===== config.mk =====
export PLATFORM = sky130hd
export DESIGN_NAME = bcd_seq_converter
export DESIGN_NICKNAME = d
export VERILOG_FILES = /design/src/rtl/bcd_pkg.sv /design/src/rtl/bcd_add3_cell.sv /design/src/rtl/bcd_seq_converter.sv
export SDC_FILE = /design/constraint.sdc
export NUM_CORES = 1
export LEC_CHECK = 0
export ABC_AREA = 1
export BUFFER_PORTS_ARGS = -buffer_cell sky130_fd_sc_hd__buf_2
export CAP_MARGIN = 20
export CORE_MARGIN = 2
export CORE_UTILIZATION = 33
export DETAILED_ROUTE_END_ITERATION = 6
export PLACE_DENSITY = 0.49
export SETUP_SLACK_MARGIN = 0.5
export SYNTH_ARGS = -nofsm -noshare
export SYNTH_HDL_FRONTEND = slang
export SYNTH_SLANG_ARGS = --single-unit

===== constraint.sdc =====
create_clock -name clk -period 2.4 [get_ports clk]
set_input_delay 0.36 -clock clk [delete_from_list [all_inputs] [get_ports clk]]
set_output_delay 0.36 -clock clk [all_outputs]
set_load 0.02 [all_outputs]

===== src/rtl/bcd_pkg.sv =====
// ============================================================================
// Module   : bcd_pkg
// Brief    : Shared types, constants and helpers for the sequential BCD converter.
// Revision : 1.0
// ============================================================================
`default_nettype none

package bcd_pkg;

   localparam int BCD_DIGIT_W    = 4;
   localparam int ADD3_THRESHOLD = 5;

   typedef enum logic [1:0] {
      IDLE    = 2'd0,
      CONVERT = 2'd1,
      DONE    = 2'd2
   } bcd_state_t;

   // Width needed for a counter that must reach in_w inclusive.
   function automatic int cnt_width(input int in_w);
      return $clog2(in_w + 1);
   endfunction

   function automatic longint unsigned pow10(input int n);
      longint unsigned r;
      r = 64'd1;
      for (int i = 0; i < n; i++) begin
         r = r * 64'd10;
      end
      return r;
   endfunction

endpackage

`default_nettype wire


===== src/rtl/bcd_add3_cell.sv =====
// ============================================================================
// Module   : bcd_add3_cell
// Brief    : One double-dabble correction cell: adds 3 to a digit that is >= 5.
// Revision : 1.0
// ============================================================================
`default_nettype none

module bcd_add3_cell
   import bcd_pkg::*;
(
   input  logic [BCD_DIGIT_W-1:0] digit_i,
   output logic [BCD_DIGIT_W-1:0] digit_o
);

   localparam logic [BCD_DIGIT_W-1:0] c_THRESH = BCD_DIGIT_W'(ADD3_THRESHOLD);
   localparam logic [BCD_DIGIT_W-1:0] c_ADJUST = BCD_DIGIT_W'(3);

   assign digit_o = (digit_i >= c_THRESH) ? (digit_i + c_ADJUST) : digit_i;

endmodule

`default_nettype wire


===== src/rtl/bcd_seq_converter.sv =====
// ============================================================================
// Module   : bcd_seq_converter
// Brief    : Iterative binary-to-BCD converter (one digit-cell bank, IN_W cycles).
//            Optional macro BCD_BLANK_LEADING_ZERO_EN adds a leading-zero mask.
// Revision : 1.0
// ============================================================================
`default_nettype none

module bcd_seq_converter
   import bcd_pkg::*;
#(
   parameter int IN_W   = 8,
   parameter int DIGITS = 3
) (
   input  logic                        clk,
   input  logic                        rst_n,
   input  logic                        start,
   input  logic [IN_W-1:0]             bin_in,
   output logic                        busy,
   output logic                        done,
   output logic [BCD_DIGIT_W*DIGITS-1:0] bcd_out
`ifdef BCD_BLANK_LEADING_ZERO_EN
   ,
   output logic [DIGITS-1:0]           blank_mask
`endif
);

   localparam int c_CNT_W  = cnt_width(IN_W);
   localparam int c_WORK_W = BCD_DIGIT_W * DIGITS;
   localparam logic [c_CNT_W-1:0] c_LAST = c_CNT_W'(IN_W - 1);

   // Too few digits would silently overflow the working register.
   if (pow10(DIGITS) <= ((64'd1 << IN_W) - 64'd1)) begin : g_bad_params
      $error("bcd_seq_converter: 10**DIGITS must exceed 2**IN_W - 1");
   end

   bcd_state_t            state_q, state_d;
   logic [c_CNT_W-1:0]    cnt_q, cnt_d;
   logic [IN_W-1:0]       shift_q, shift_d;
   logic [c_WORK_W-1:0]   work_q, work_d;
   logic [c_WORK_W-1:0]   bcd_q, bcd_d;
   logic                  done_q, done_d;
   logic [c_WORK_W-1:0]   w_work_corr;
   logic                  w_load;

   for (genvar gi = 0; gi < DIGITS; gi++) begin : g_add3
      bcd_add3_cell u_cell (
         .digit_i (work_q[gi*BCD_DIGIT_W +: BCD_DIGIT_W]),
         .digit_o (w_work_corr[gi*BCD_DIGIT_W +: BCD_DIGIT_W])
      );
   end

   assign w_load  = start && ((state_q == IDLE) || (state_q == DONE));
   assign busy    = (state_q != IDLE);
   assign done    = done_q;
   assign bcd_out = bcd_q;

   always_ff @(posedge clk or negedge rst_n) begin
      if (!rst_n) begin
         state_q <= IDLE;
      end else begin
         state_q <= state_d;
      end
   end

   always_comb begin
      state_d = state_q;
      case (state_q)
         IDLE:    if (start) state_d = CONVERT;
         CONVERT: if (cnt_q == c_LAST) state_d = DONE;
         DONE:    state_d = start ? CONVERT : IDLE;
         default: state_d = IDLE;
      endcase
   end

   always_comb begin
      cnt_d   = cnt_q;
      shift_d = shift_q;
      work_d  = work_q;
      bcd_d   = bcd_q;
      done_d  = 1'b0;
      case (state_q)
         CONVERT: begin
            // Correct first, then shift the binary MSB into the ones digit.
            {work_d, shift_d} = {w_work_corr[c_WORK_W-2:0], shift_q, 1'b0};
            cnt_d             = cnt_q + 1'b1;
         end
         DONE: begin
            bcd_d  = work_q;
            done_d = 1'b1;
         end
         default: ;
      endcase
      if (w_load) begin
         shift_d = bin_in;
         work_d  = '0;
         cnt_d   = '0;
      end
   end

   always_ff @(posedge clk or negedge rst_n) begin
      if (!rst_n) begin
         cnt_q   <= '0;
         shift_q <= '0;
         work_q  <= '0;
         bcd_q   <= '0;
         done_q  <= 1'b0;
      end else begin
         cnt_q   <= cnt_d;
         shift_q <= shift_d;
         work_q  <= work_d;
         bcd_q   <= bcd_d;
         done_q  <= done_d;
      end
   end

`ifdef BCD_BLANK_LEADING_ZERO_EN
   logic [DIGITS-1:0] blank_q, blank_d;
   logic [DIGITS-1:0] w_blank;

   // Ones digit is never blanked so zero still displays as "0".
   always_comb begin
      logic zero_above;
      w_blank    = '0;
      zero_above = 1'b1;
      for (int i = DIGITS - 1; i >= 1; i--) begin
         zero_above = zero_above && (work_q[i*BCD_DIGIT_W +: BCD_DIGIT_W] == '0);
         w_blank[i] = zero_above;
      end
   end

   always_comb begin
      blank_d = blank_q;
      if (state_q == DONE) begin
         blank_d = w_blank;
      end
   end

   always_ff @(posedge clk or negedge rst_n) begin
      if (!rst_n) begin
         blank_q <= '0;
      end else begin
         blank_q <= blank_d;
      end
   end

   assign blank_mask = blank_q;
`endif

endmodule

`default_nettype wire


==> run metrics <==
EDFF count, synth 0; P per Cell Area 1400 mW/mm2; CTS sink count 39; post-synth top area cell dfrtp_1; gr ovfl total 0; Final GP Congestion 0.798; vias in the first global route 1357; Die H 79.6 um; Distinct cells, synth 23; port bufs 24; Peak VDD IR 528 uV; Hold Path Class input port to asynchronous set/reset pin; Psw 0.00132 W; first-pass GRT wire length 6240 um; Sw Share a little over two fifths; clock tree buffer depth 2; RSZ-0062 raised after global routing false; status finished, final reports clean; Register Area ~1000 um2; Ys Warns 0; synthesized area 0.00189 mm2; Synth Area per Inst 8.69 um2; kind of cell adding the most delay to the critical path flip-flops; Inserted Diodes 0; setup violators final 0; Max Freq 719 MHz; area grow syn2layout 14.2%; die width 79.6 um; total power just over 0.003 W; syn nets between 200 and 250; post-CTS setup buffers 0; clock-pin slew on the worst setup and hold paths 70 ps; via/cell ratio 4.56; CP Max Fanout 3; Setup crit start state_q[0]; routed wire length 3620 um; Final Hold Viols 0; fin nets 261; top cell type's share of synthesized area 51.8%; worst skew pair latency 290 ps; Synth Flop Type dfrtp_1; Die Area approximately 0.0063 mm2; CP arrival 1030 ps; Initial DRC Count 84; Worst Tran Pin Value just under 900 ps; Worst R2R End work_q[4]; wire per inst ~11 um; critical path cell sequence inv_1 -> nand2_1 -> buf_2; CP Class flip-flop to primary output; combinational share of power a little under half; worst r2r path cells 7; crit share post-route 57.9%; Tmin final 1390 ps; crit path buf inv count 2; sequential share of the synthesized area 51.8%; max-slew violations 0; filler cell count 570; Static Leak 1.13 nW; IO Count 25; post_cts resized 0; CTS tree yes; part of the power in registers 38.2%; CP max stage delay ~420 ps; CTS H-tree depth 2; cts-stage hold buffer count 0; clock tree root driver cell clkbuf_8; Setup crit start kind flip-flop; setup slack, reg-to-reg 1090 ps; largest net degree at the start of global routing 40; area of the multi-input gates 764 um2; max-cap violations 0; Detailed Place HPWL around 2500 um; DRT antenna net count 0; asr flop ratio synth 100%; #FFs+latches synth 39; starting density of the core 34.2%; DRT Pass-1 Iters 4; Internal 0.00170 W; most common cell in the synthesized netlist nand2_1; CTS Buf Count 5; slew margin rel. between 40% and 50%; CP max stage cell dfrtp_1; synth top area cells dfrtp_1 52%, nand2_1 13%, nand3_1 4.8%; critical path required time 2040 ps; clock skew 7.36 ps; post-synthesis cell count ~220; CP Depth 3; share of layout cells above drive strength 1 21.3%; Clk network pwr share 15.8%; GRT Overall Usage between 10% and 20%; Setup TNS 0 ps; RR Startpoint work_q[0]; DRC Markers 0; Core Box Area roughly 0.0055 mm2; top post-synthesis cells by count 65 x nand2_1, 39 x dfrtp_1, 21 x inv_1; vias roughly 1.4k; initial antenna violation count 0; Site Rows 27; Worst setup EP type primary output
==> layout by cell type, fill, tap and decap left out, types with 3 or more instances in the layout <==
cell type | Yosys | layout
o21ai_1 | 6 | 6
nand3_2 | 3 | 3
nand4_1 | 6 | 6
nor2_1 | 5 | 5
dfrtp_1 | 39 | 39
o21ai_0 | 17 | 17
buf_2 | 3 | 24
nand2_1 | 65 | 65
inv_1 | 21 | 21
inv_2 | 4 | 4
nand3_1 | 18 | 18
nand2_2 | 10 | 10
ha_1 | 7 | 7
clkbuf_8 | 0 | 7
==> registers in the layout, indices dropped and copies added (netlist names) <==
register / flops
cnt_q: 4
done: 1
work_q: 12
shift_q: 8
bcd_out: 12
state_q: 2
==> cells by family after synthesis <==
group,Yosys count,share of synthesized area (%)
xor gates and xnor gates,1,0.465
and+or+nand+nor,110,27.1
AOI/OAI and AO/OA,29,8.29
DFF,39,51.8
buffers and inverters,31,7.70
adders and majority gates,7,4.64
==> worst max path at each step <==
stage	to	slack, ps
2_1_floorplan	work_q[1]	1260
3_3_place_gp	work_q[2]	1090
3_5_place_dp	work_q[4]	1110
4_1_cts	busy	990
5_1_grt	work_q[6]	910
6_report	busy	1010
==> metal layers <==
layer  wire length (um)  share of wire [%]  global-route usage, %
met1               1870                 52                   17.1
met2               1550                 43                   19.3
met4                 59                1.6                   5.69
met3                141                3.9                   3.39
met5                  0                  0                      0
==> through the flow <==
step	worst slack, ps	utilization, %	instances	instance area [um2]	hold WS (ps)
2_1_floorplan	1260	-	217	1890	64.4
3_3_place_gp	1090	37.3	308	2050	463
3_5_place_dp	1110	37.3	308	2050	469
4_1_cts	987	39.1	316	2150	214
5_1_grt	912	39.1	316	2150	259
6_report	1010	39.1	316	2150	187
==> cell type report <==
class | count | area share (%)
clock buffer | 8 | 4.65
inverter | 26 | 4.76
multi-input combinational | 147 | 35.5
timing repair buffer | 24 | 5.58
tap | 72 | 4.18
sequential | 39 | 45.3
==> power groups by stage <==
stage | sequential, W | combinational [W] | clock [W]
after floorplan | 0.00125 | 0.00101 | 0
after global placement | 0.00116 | 0.00141 | 0
after detailed placement | 0.00117 | 0.00141 | 0
after CTS | 0.00116 | 0.00142 | 0.000502
after global routing | 0.00120 | 0.00162 | 0.000538
final | 0.00115 | 0.00139 | 0.000478
Note: power is estimated with default switching activity, not from simulation.
